`config.mk`:
```
export PLATFORM = sky130hd
export DESIGN_NAME = i2c_slave_regmap_flat
export DESIGN_NICKNAME = d
export VERILOG_FILES = /design/src/rtl/i2c_slave_regmap_if.sv /design/src/rtl/i2c_slave_regmap.sv /design/src/flat_wrapper.sv
export SDC_FILE = /design/constraint.sdc
export NUM_CORES = 1
export LEC_CHECK = 0
export ABC_CLOCK_PERIOD_IN_PS = 2400
export BUFFER_PORTS_ARGS = -buffer_cell sky130_fd_sc_hd__buf_2
export CORE_ASPECT_RATIO = 0.75
export CORE_MARGIN = 2
export CORE_UTILIZATION = 60
export CTS_BUF_LIST = sky130_fd_sc_hd__clkbuf_2
export DETAILED_ROUTE_END_ITERATION = 16
export PLACE_DENSITY = 0.8
export SKIP_CTS_REPAIR_TIMING = 1
export SYNTH_ARGS = -nofsm -noshare
export SYNTH_HDL_FRONTEND = slang
export SYNTH_SLANG_ARGS = --single-unit
```
`constraint.sdc`:
```
create_clock -name sclk_in -period 2.4 [get_ports sclk_in]
set_clock_uncertainty 0.05 [all_clocks]
set_input_delay 0.36 -clock sclk_in [delete_from_list [all_inputs] [get_ports sclk_in]]
set_output_delay 0.36 -clock sclk_in [all_outputs]
set_load 0.01 [all_outputs]
```
`src/rtl/i2c_slave_regmap_if.sv`:
```
// Byte-level link between the I2C slave bit engine (master side) and the
// register-file back end (slave side).
interface i2c_slave_regmap_if;
  logic       frame_start;
  logic       frame_rw;
  logic       frame_stop;
  logic       rx_valid;
  logic [7:0] rx_data;
  logic       tx_req;
  logic [7:0] tx_data;

  modport master (
    output frame_start, frame_rw, frame_stop, rx_valid, rx_data, tx_req,
    input  tx_data
  );

  modport slave (
    input  frame_start, frame_rw, frame_stop, rx_valid, rx_data, tx_req,
    output tx_data
  );
endinterface

```
`src/rtl/i2c_slave_regmap.sv`:
```
// Pointer-based I2C register file: first written byte sets the pointer, further
// writes and all reads auto-increment it. Runs on the bus clock.
module i2c_slave_regmap #(
  parameter int                   G_NB_REGS   = 16,
  parameter int                   G_PTR_W     = 4,
  parameter logic [7:0]           G_RESET_VAL = 8'h00,
  parameter logic [G_NB_REGS-1:0] G_RO_MASK   = '0
) (
  input  logic               sclk_in,
  input  logic               rst_n,
  i2c_slave_regmap_if.slave  bus,
  output logic               wr_pulse,
  output logic [G_PTR_W-1:0] wr_addr,
  output logic [7:0]         wr_data,
  output logic [G_PTR_W-1:0] ptr_o,
  output logic               ptr_err,
  output logic [7:0]         ro_err_cnt,
  input  logic [G_PTR_W-1:0] dbg_addr,
  output logic [7:0]         dbg_data
);

  typedef enum logic [1:0] {S_IDLE, S_PTR, S_WRITE, S_READ} state_e;

  state_e             state_q, state_d;
  logic [7:0]         regs_q [G_NB_REGS];
  logic [7:0]         regs_d [G_NB_REGS];
  logic [G_PTR_W-1:0] ptr_q, ptr_d;
  logic [7:0]         tx_data_q, tx_data_d;
  logic               wr_pulse_q, wr_pulse_d;
  logic [G_PTR_W-1:0] wr_addr_q, wr_addr_d;
  logic [7:0]         wr_data_q, wr_data_d;
  logic               ptr_err_q, ptr_err_d;
  logic [7:0]         ro_err_cnt_q, ro_err_cnt_d;

  logic [G_PTR_W-1:0] ptr_inc;
  logic               ptr_oob;

  assign ptr_inc = ptr_q + G_PTR_W'(1);
  // Widened compare so that a 256-entry map never flags an out-of-range pointer.
  assign ptr_oob = ({1'b0, bus.rx_data} >= 9'(G_NB_REGS));

  always_comb begin
    // NOTE: every signal gets a default before any branch so no latch is inferred.
    state_d      = state_q;
    regs_d       = regs_q;
    ptr_d        = ptr_q;
    tx_data_d    = tx_data_q;
    wr_pulse_d   = 1'b0;
    wr_addr_d    = wr_addr_q;
    wr_data_d    = wr_data_q;
    ptr_err_d    = ptr_err_q;
    ro_err_cnt_d = ro_err_cnt_q;

    if (bus.frame_stop) begin
      state_d = S_IDLE;
    end else if (bus.frame_start) begin
      if (bus.frame_rw) begin
        state_d   = S_READ;
        tx_data_d = regs_q[ptr_q];
        ptr_d     = ptr_inc;
      end else begin
        state_d = S_PTR;
      end
    end else begin
      unique case (state_q)
        S_PTR: if (bus.rx_valid) begin
          ptr_d   = bus.rx_data[G_PTR_W-1:0];
          state_d = S_WRITE;
          if (ptr_oob) ptr_err_d = 1'b1;
        end
        S_WRITE: if (bus.rx_valid) begin
          if (!G_RO_MASK[ptr_q]) begin
            regs_d[ptr_q] = bus.rx_data;
            wr_pulse_d    = 1'b1;
            wr_addr_d     = ptr_q;
            wr_data_d     = bus.rx_data;
          end else if (ro_err_cnt_q != 8'hFF) begin
            ro_err_cnt_d = ro_err_cnt_q + 8'd1;
          end
          ptr_d = ptr_inc;
        end
        S_READ: if (bus.tx_req) begin
          tx_data_d = regs_q[ptr_q];
          ptr_d     = ptr_inc;
        end
        default: ;
      endcase
    end
  end

  // NOTE: sequential state uses non-blocking assignments only; the register
  // file is reset too, since every register must read G_RESET_VAL after reset.
  always_ff @(posedge sclk_in or negedge rst_n) begin
    if (!rst_n) begin
      state_q      <= S_IDLE;
      for (int i = 0; i < G_NB_REGS; i++) regs_q[i] <= G_RESET_VAL;
      ptr_q        <= '0;
      tx_data_q    <= 8'h00;
      wr_pulse_q   <= 1'b0;
      wr_addr_q    <= '0;
      wr_data_q    <= 8'h00;
      ptr_err_q    <= 1'b0;
      ro_err_cnt_q <= 8'h00;
    end else begin
      state_q      <= state_d;
      regs_q       <= regs_d;
      ptr_q        <= ptr_d;
      tx_data_q    <= tx_data_d;
      wr_pulse_q   <= wr_pulse_d;
      wr_addr_q    <= wr_addr_d;
      wr_data_q    <= wr_data_d;
      ptr_err_q    <= ptr_err_d;
      ro_err_cnt_q <= ro_err_cnt_d;
    end
  end

  assign bus.tx_data = tx_data_q;
  assign wr_pulse    = wr_pulse_q;
  assign wr_addr     = wr_addr_q;
  assign wr_data     = wr_data_q;
  assign ptr_o       = ptr_q;
  assign ptr_err     = ptr_err_q;
  assign ro_err_cnt  = ro_err_cnt_q;
  assign dbg_data    = regs_q[dbg_addr];

endmodule

```
`src/flat_wrapper.sv`:
```
// flat-port wrapper written by rule: the top's interface ports become plain ports
module i2c_slave_regmap_flat 
#(
  parameter int                   G_NB_REGS   = 16,
  parameter int                   G_PTR_W     = 4,
  parameter logic [7:0]           G_RESET_VAL = 8'h00,
  parameter logic [G_NB_REGS-1:0] G_RO_MASK   = '0
)
  (sclk_in, rst_n, wr_pulse, wr_addr, wr_data, ptr_o, ptr_err, ro_err_cnt, dbg_addr, dbg_data, bus_frame_start, bus_frame_rw, bus_frame_stop, bus_rx_valid, bus_rx_data, bus_tx_req, bus_tx_data);
  i2c_slave_regmap_if bus_i ();
  input  logic sclk_in;
  input  logic rst_n;
  output logic wr_pulse;
  output logic [G_PTR_W-1:0] wr_addr;
  output logic [7:0] wr_data;
  output logic [G_PTR_W-1:0] ptr_o;
  output logic ptr_err;
  output logic [7:0] ro_err_cnt;
  input  logic [G_PTR_W-1:0] dbg_addr;
  output logic [7:0] dbg_data;
  input wire logic [$bits(bus_i.frame_start)-1:0] bus_frame_start;
  input wire logic [$bits(bus_i.frame_rw)-1:0] bus_frame_rw;
  input wire logic [$bits(bus_i.frame_stop)-1:0] bus_frame_stop;
  input wire logic [$bits(bus_i.rx_valid)-1:0] bus_rx_valid;
  input wire logic [$bits(bus_i.rx_data)-1:0] bus_rx_data;
  input wire logic [$bits(bus_i.tx_req)-1:0] bus_tx_req;
  output wire logic [$bits(bus_i.tx_data)-1:0] bus_tx_data;
  assign bus_i.frame_start = bus_frame_start;
  assign bus_i.frame_rw = bus_frame_rw;
  assign bus_i.frame_stop = bus_frame_stop;
  assign bus_i.rx_valid = bus_rx_valid;
  assign bus_i.rx_data = bus_rx_data;
  assign bus_i.tx_req = bus_tx_req;
  assign bus_tx_data = bus_i.tx_data;
  i2c_slave_regmap #(.G_NB_REGS(G_NB_REGS), .G_PTR_W(G_PTR_W), .G_RESET_VAL(G_RESET_VAL), .G_RO_MASK(G_RO_MASK)) u_core (.sclk_in(sclk_in), .rst_n(rst_n), .bus(bus_i), .wr_pulse(wr_pulse), .wr_addr(wr_addr), .wr_data(wr_data), .ptr_o(ptr_o), .ptr_err(ptr_err), .ro_err_cnt(ro_err_cnt), .dbg_addr(dbg_addr), .dbg_data(dbg_data));
endmodule
```
* Word level (Yosys, flattened, before mapping)
Memory sizes are Yosys's and may differ from the RTL's.
Index checks and enable logic that the tools add are counted.
** Storage, ports and cells
- Register bits :: 164
- Bits in read-only memories :: 16
- Input port bits :: 19
- Output and inout bits :: 42
- Logic and storage cells :: 87
- Memories :: 1
** Memories
- (no name shown) :: depth 16, bits a word 1, read ports 1, clocked after Yosys merged registers in 0, wr ports 0, RTL line i2c_slave_regmap.sv:72 : if (!G_RO_MASK[ptr_q]) begin
** Cells by class
- Add/subtract/negate cells :: 2
- Magnitude comparators :: 5
- Equal/unequal tests :: 8
- Muxes and demuxes :: 30
- Bitwise operators :: 5
- Reduce and logical (&&, ||, !) cells :: 12
** Operators with widths (count)
- bitwise mux 128 bit :: 1
- 2-to-1 mux 8 bit :: 9
- binary-select mux 8 bit (select 4 bit) :: 2
- demux 8 bit (select 4 bit) :: 1
- 2-to-1 mux 4 bit :: 5
- one-hot mux 4 bit (3 select lines) :: 1
- AND reduction 6 bit :: 2
- greater-or-equal comparator 5 bit, second input constant :: 2
- 2-to-1 mux 2 bit :: 5
- inverter 4 -> 5 bit :: 2
- AND reduction 5 bit :: 2
- inequality test 3 bit, second input constant :: 3
- adder 8 x 1 -> 8 bit, second input constant :: 1
- greater-or-equal comparator 8 x 5 -> 1 bit, second input constant :: 1
- inequality test 8 bit, second input constant :: 1
- 2-to-1 mux 1 bit :: 6
- nonzero test 3 bit :: 2
- < comparator 4 x 5 -> 1 bit, second input constant :: 1
- < comparator 5 x 1 -> 1 bit, second input constant :: 1
- adder 4 x 1 -> 4 bit, second input constant :: 1
- == test 2 bit, second input constant :: 2
- AND reduction 4 bit :: 1
- nonzero test 2 bit :: 2
- nonzero test 4 bit :: 1
- other kinds (5) :: 7

* Logic depth before layout (Yosys ltp)
- Depth in word-level cells :: 7
- Depth in mapped cells :: 7
- Mapped depth without buffers :: 5

* Worst setup path after synthesis
Ideal clock, no wire load.
- Path kind :: input to output
- Start point :: input dbg_addr[0]
- End point :: output dbg_data[0]
- Arrival time :: 1902 ps
- Data required time :: 1990 ps
- Slack :: 88 ps
- Stages :: 4
- Path buffers :: 2
- Cell sequence :: clkbuf_1 buf_2 mux4_2 mux4_2
** Between the ends
- Cells in the longest elaborated chain, start to end :: 4
** Ends and longest elaborated chain
- start: declaration :: RTL line flat_wrapper.sv:19 : input logic [G_PTR_W-1:0] dbg_addr;
- inverter 4 -> 5 bit (not written as such) :: RTL line i2c_slave_regmap.sv:124 : assign dbg_data = regs_q[dbg_addr];
- binary-select mux 8 bit (select 4 bit) :: RTL line i2c_slave_regmap.sv:124
- 2-to-1 mux 8 bit (not written as such) (2 in a row) :: RTL line i2c_slave_regmap.sv:124
- end: declaration :: RTL line flat_wrapper.sv:20 : output logic [7:0] dbg_data;
No other way between the ends. The select of a mux whose other input is x is not followed.

* Final worst setup path
- Start point :: register u_core.regs_q[4] (netlist name)
- End point :: output dbg_data[4]
** Between the ends
- Cells in the longest elaborated chain, start to end :: 3
** Ends and longest elaborated chain
- start: declaration :: RTL line i2c_slave_regmap.sv:25 : logic [7:0] regs_q [G_NB_REGS];
- start signal: assignment :: RTL line i2c_slave_regmap.sv:106 : regs_q <= regs_d;
- binary-select mux 8 bit (select 4 bit) :: RTL line i2c_slave_regmap.sv:124
- 2-to-1 mux 8 bit (not written as such) (2 in a row) :: RTL line i2c_slave_regmap.sv:124
No other way between the ends. The select of a mux whose other input is x is not followed.

==> impl_metrics.tcl <==
set metrics [dict create \
    grt_antenna_before_repair 0 \
    initial_utilization 0.614 \
    crit_family "multiplexers" \
    cts.clk_slew.worst_paths_ps 210 \
    ff2ff_path_depth 4 \
    critPathBufInv 1 \
    path_max_fanout 3 \
    cts_tree "done" \
    grt_pass1_wl_um 31900 \
    wire_per_inst_um 25.9 \
    startpoint_type "register" \
    postRouteAntennaNets 0 \
    place.port_buffers 52 \
    areaGrowthSynthToFinish_pct 13.8 \
    crit_arrival_ps 2320 \
    drive_gt1_frac 0.520 \
    postPlaceCellArea_mm2 0.00861 \
    min_to "u_core.state_q[1]" \
    yosysMostFrequentCell "dfrtp_1" \
    power.density_mw_per_mm2 804 \
    synthFlopType "dfrtp_1" \
    hold_depth 3 \
    rsz0062_at_grt "true" \
    hold_path.class "input pin to register" \
    drv_cap 0 \
    grt_max_degree 65 \
    period_share 1.14 \
    cts_buffers 17 \
    synth-seq-area-share 0.488 \
    crit_required_ps 1990 \
    dpl.hpwl_um 13700 \
    layout_min_cycle_time_ps 2730 \
    fin_ws_ps -326 \
    synth.top_cell.area_share 0.488 \
    first_pass_iters 7 \
    status "finished with violations" \
    synth_top_cell_by_area "dfrtp_1" \
    clk-insertion-delay-late_ps 730 \
    syn_area_mm2 0.00800 \
    final_cell_area_mm2 0.00910 \
    ir_worst_vdd_v 0.000435 \
    dieArea_mm2 0.0143 \
    routed_wl_um 21100 \
    r2r-end "u_core.regs_q[94]" \
    leakagePower_nw 4.36 \
    gp_congestion 0.933 \
    crit-reg2reg-launch "u_core.state_q[0]" \
    nets 652 \
    p_sw_mw 2.54 \
    synth_seq_cells 156 \
    crit_type "register to primary output" \
    slowest_stage "mux4_2" \
    synth_edf_count 0 \
    first_global_vias 5558 \
    synth_common_cells "156 x dfrtp_1, 122 x mux2_2, 72 x mux4_2, 45 x nand2_1, 24 x clkbuf_1" \
    grt_usage 0.309 \
    setup_viol 8 \
    slew_headroom 0.565 \
    p_int_mw 4.77 \
    die_x_um 137 \
    n_antenna_cell 0 \
    cts-root-buf "clkbuf_2" \
    p_total_mw 7.32 \
    fin_setup_tns_ps -2420 \
    vias 5474 \
    seqPwrFrac 0.474 \
    reg2reg_slack_ps 110 \
    vias_per_cell 6.73 \
    netlist_instances 540 \
    cpMostUsedCell "mux4_2" \
    power_frac_clock 0.207 \
    combPwrFrac 0.319 \
    ys.warnings.count 0 \
    cts_sinks 156 \
    max_freq_mhz 367 \
    worstMarginPinSlew_ps 652 \
    yosysUniqueCellTypes 38 \
    num_rows 36 \
    drt-initial-drc-count 485 \
    grt.overflow.total 0 \
    finalHoldViolations 0 \
    async_reset_ff_frac 1.00 \
    switching_share 0.348 \
    cts_max_path_buffers 2 \
    violations "setup timing" \
    whs_ps 43.2 \
    core_mm2 0.0130 \
    h-tree-depth 4 \
    finalMaxSlewViolations 0 \
    io_pins 61 \
    endpoint_kind "primary output" \
    fp.dieH_um 104 \
    syn_area_per_cell_um2 14.8 \
    route.detailed.drc 0 \
    critPathMaxStageDelay_ps 520 \
    hold_path.startpoint "bus_frame_start" \
    critical_path.cell_chain "mux4_2, mux4_2, buf_6" \
    synthTopCellsByArea "dfrtp_1 49%, mux4_2 20%, mux2_2 17%" \
]
[area by class of cell]
cell class | instances | area (um^2)
clock buffers | 17 | 85.1
clock inverters | 15 | 165
fillers | 859 | 3920
inverters | 6 | 22.5
multi-input cells | 335 | 3870
flip-flops and latches | 156 | 3910
well taps | 171 | 214
repair buffers | 113 | 838
[worst max-delay path by stage]
| stage | startpoint | to | slack [ps] | cells past startpoint |
|---|---|---|---|---|
| global route | u_core.regs_q[10] | dbg_data[2] | -390 | 3 |
| detailed placement | bus_frame_start | u_core.regs_q[87] | 80 | 5 |
| global placement | dbg_addr[0] | dbg_data[2] | 110 | 5 |
| finish | u_core.regs_q[4] | dbg_data[4] | -330 | 3 |
| CTS | u_core.regs_q[4] | dbg_data[4] | -380 | 3 |
| floorplan | dbg_addr[0] | dbg_data[0] | 90 | 4 |
[tightest hold or removal path: cells and delay by family]
kind	cells	cell delay, ps
buf+inv	2	240
compound gates	1	170
[power by group through the flow]
stage	Clock (mW)	Combinational [mW]	Sequential, mW
global placement	0	2.18	3.46
finish	1.51	2.34	3.47
CTS	1.54	2.27	3.45
detailed placement	0	2.25	3.50
global route	1.64	2.51	3.51
floorplan	0	1.55	3.44
[cells in the final DEF (no fill, tap or decap), drive strengths merged, types with 2 or more instances in the layout]
cell / count
a21oi: 6
a221oi: 9
and3: 2
buf: 100
bufinv: 2
clkbuf: 17
clkinv: 6
clkinvlp: 3
conb: 8
dfrtp: 156
dlygate4sd3: 13
ha: 4
inv: 10
mux2: 128
mux2i: 10
mux4: 72
nand2: 49
nand3: 3
nand4: 5
nor2: 11
nor4: 3
o21ai: 4
o22ai: 7
o2bb2ai: 2
[registers in the layout, summed over array words and instances (netlist names)]
register,cells
u_core.wr_addr,4
u_core.ptr_err,1
u_core.wr_data,8
u_core.state_q,2
u_core.wr_pulse,1
u_core.regs_q,128
u_core.ptr_o,4
u_core.bus.tx_data,8
[cell families after synthesis]
logic type                 after synthesis  share of synthesized area
adders and majority gates                4                    0.00626
DFF                                    156                      0.488
other                                    1                   0.000469
muxes                                  210                      0.396
and+or+nand+nor                         81                     0.0504
buffers and inverters                   56                     0.0310
AOI/OAI and AO/OA                       32                     0.0282
[through the flow]
stage,setup WS (ps),util,std cells
finish,-326,0.699,813
global route,-386,0.699,813
floorplan,88.0,-,547
global placement,110,0.661,757
CTS,-380,0.680,789
detailed placement,85.0,0.661,757
[routing by layer]
layer,vias up,part of all wire,GRT usage
met5,-,0,0
met4,0,0.037,0.146
met3,76,0.087,0.0819
met2,344,0.49,0.487
met1,2826,0.38,0.403
li1,2228,-,-
Note: power is estimated with default switching activity, not from simulation.
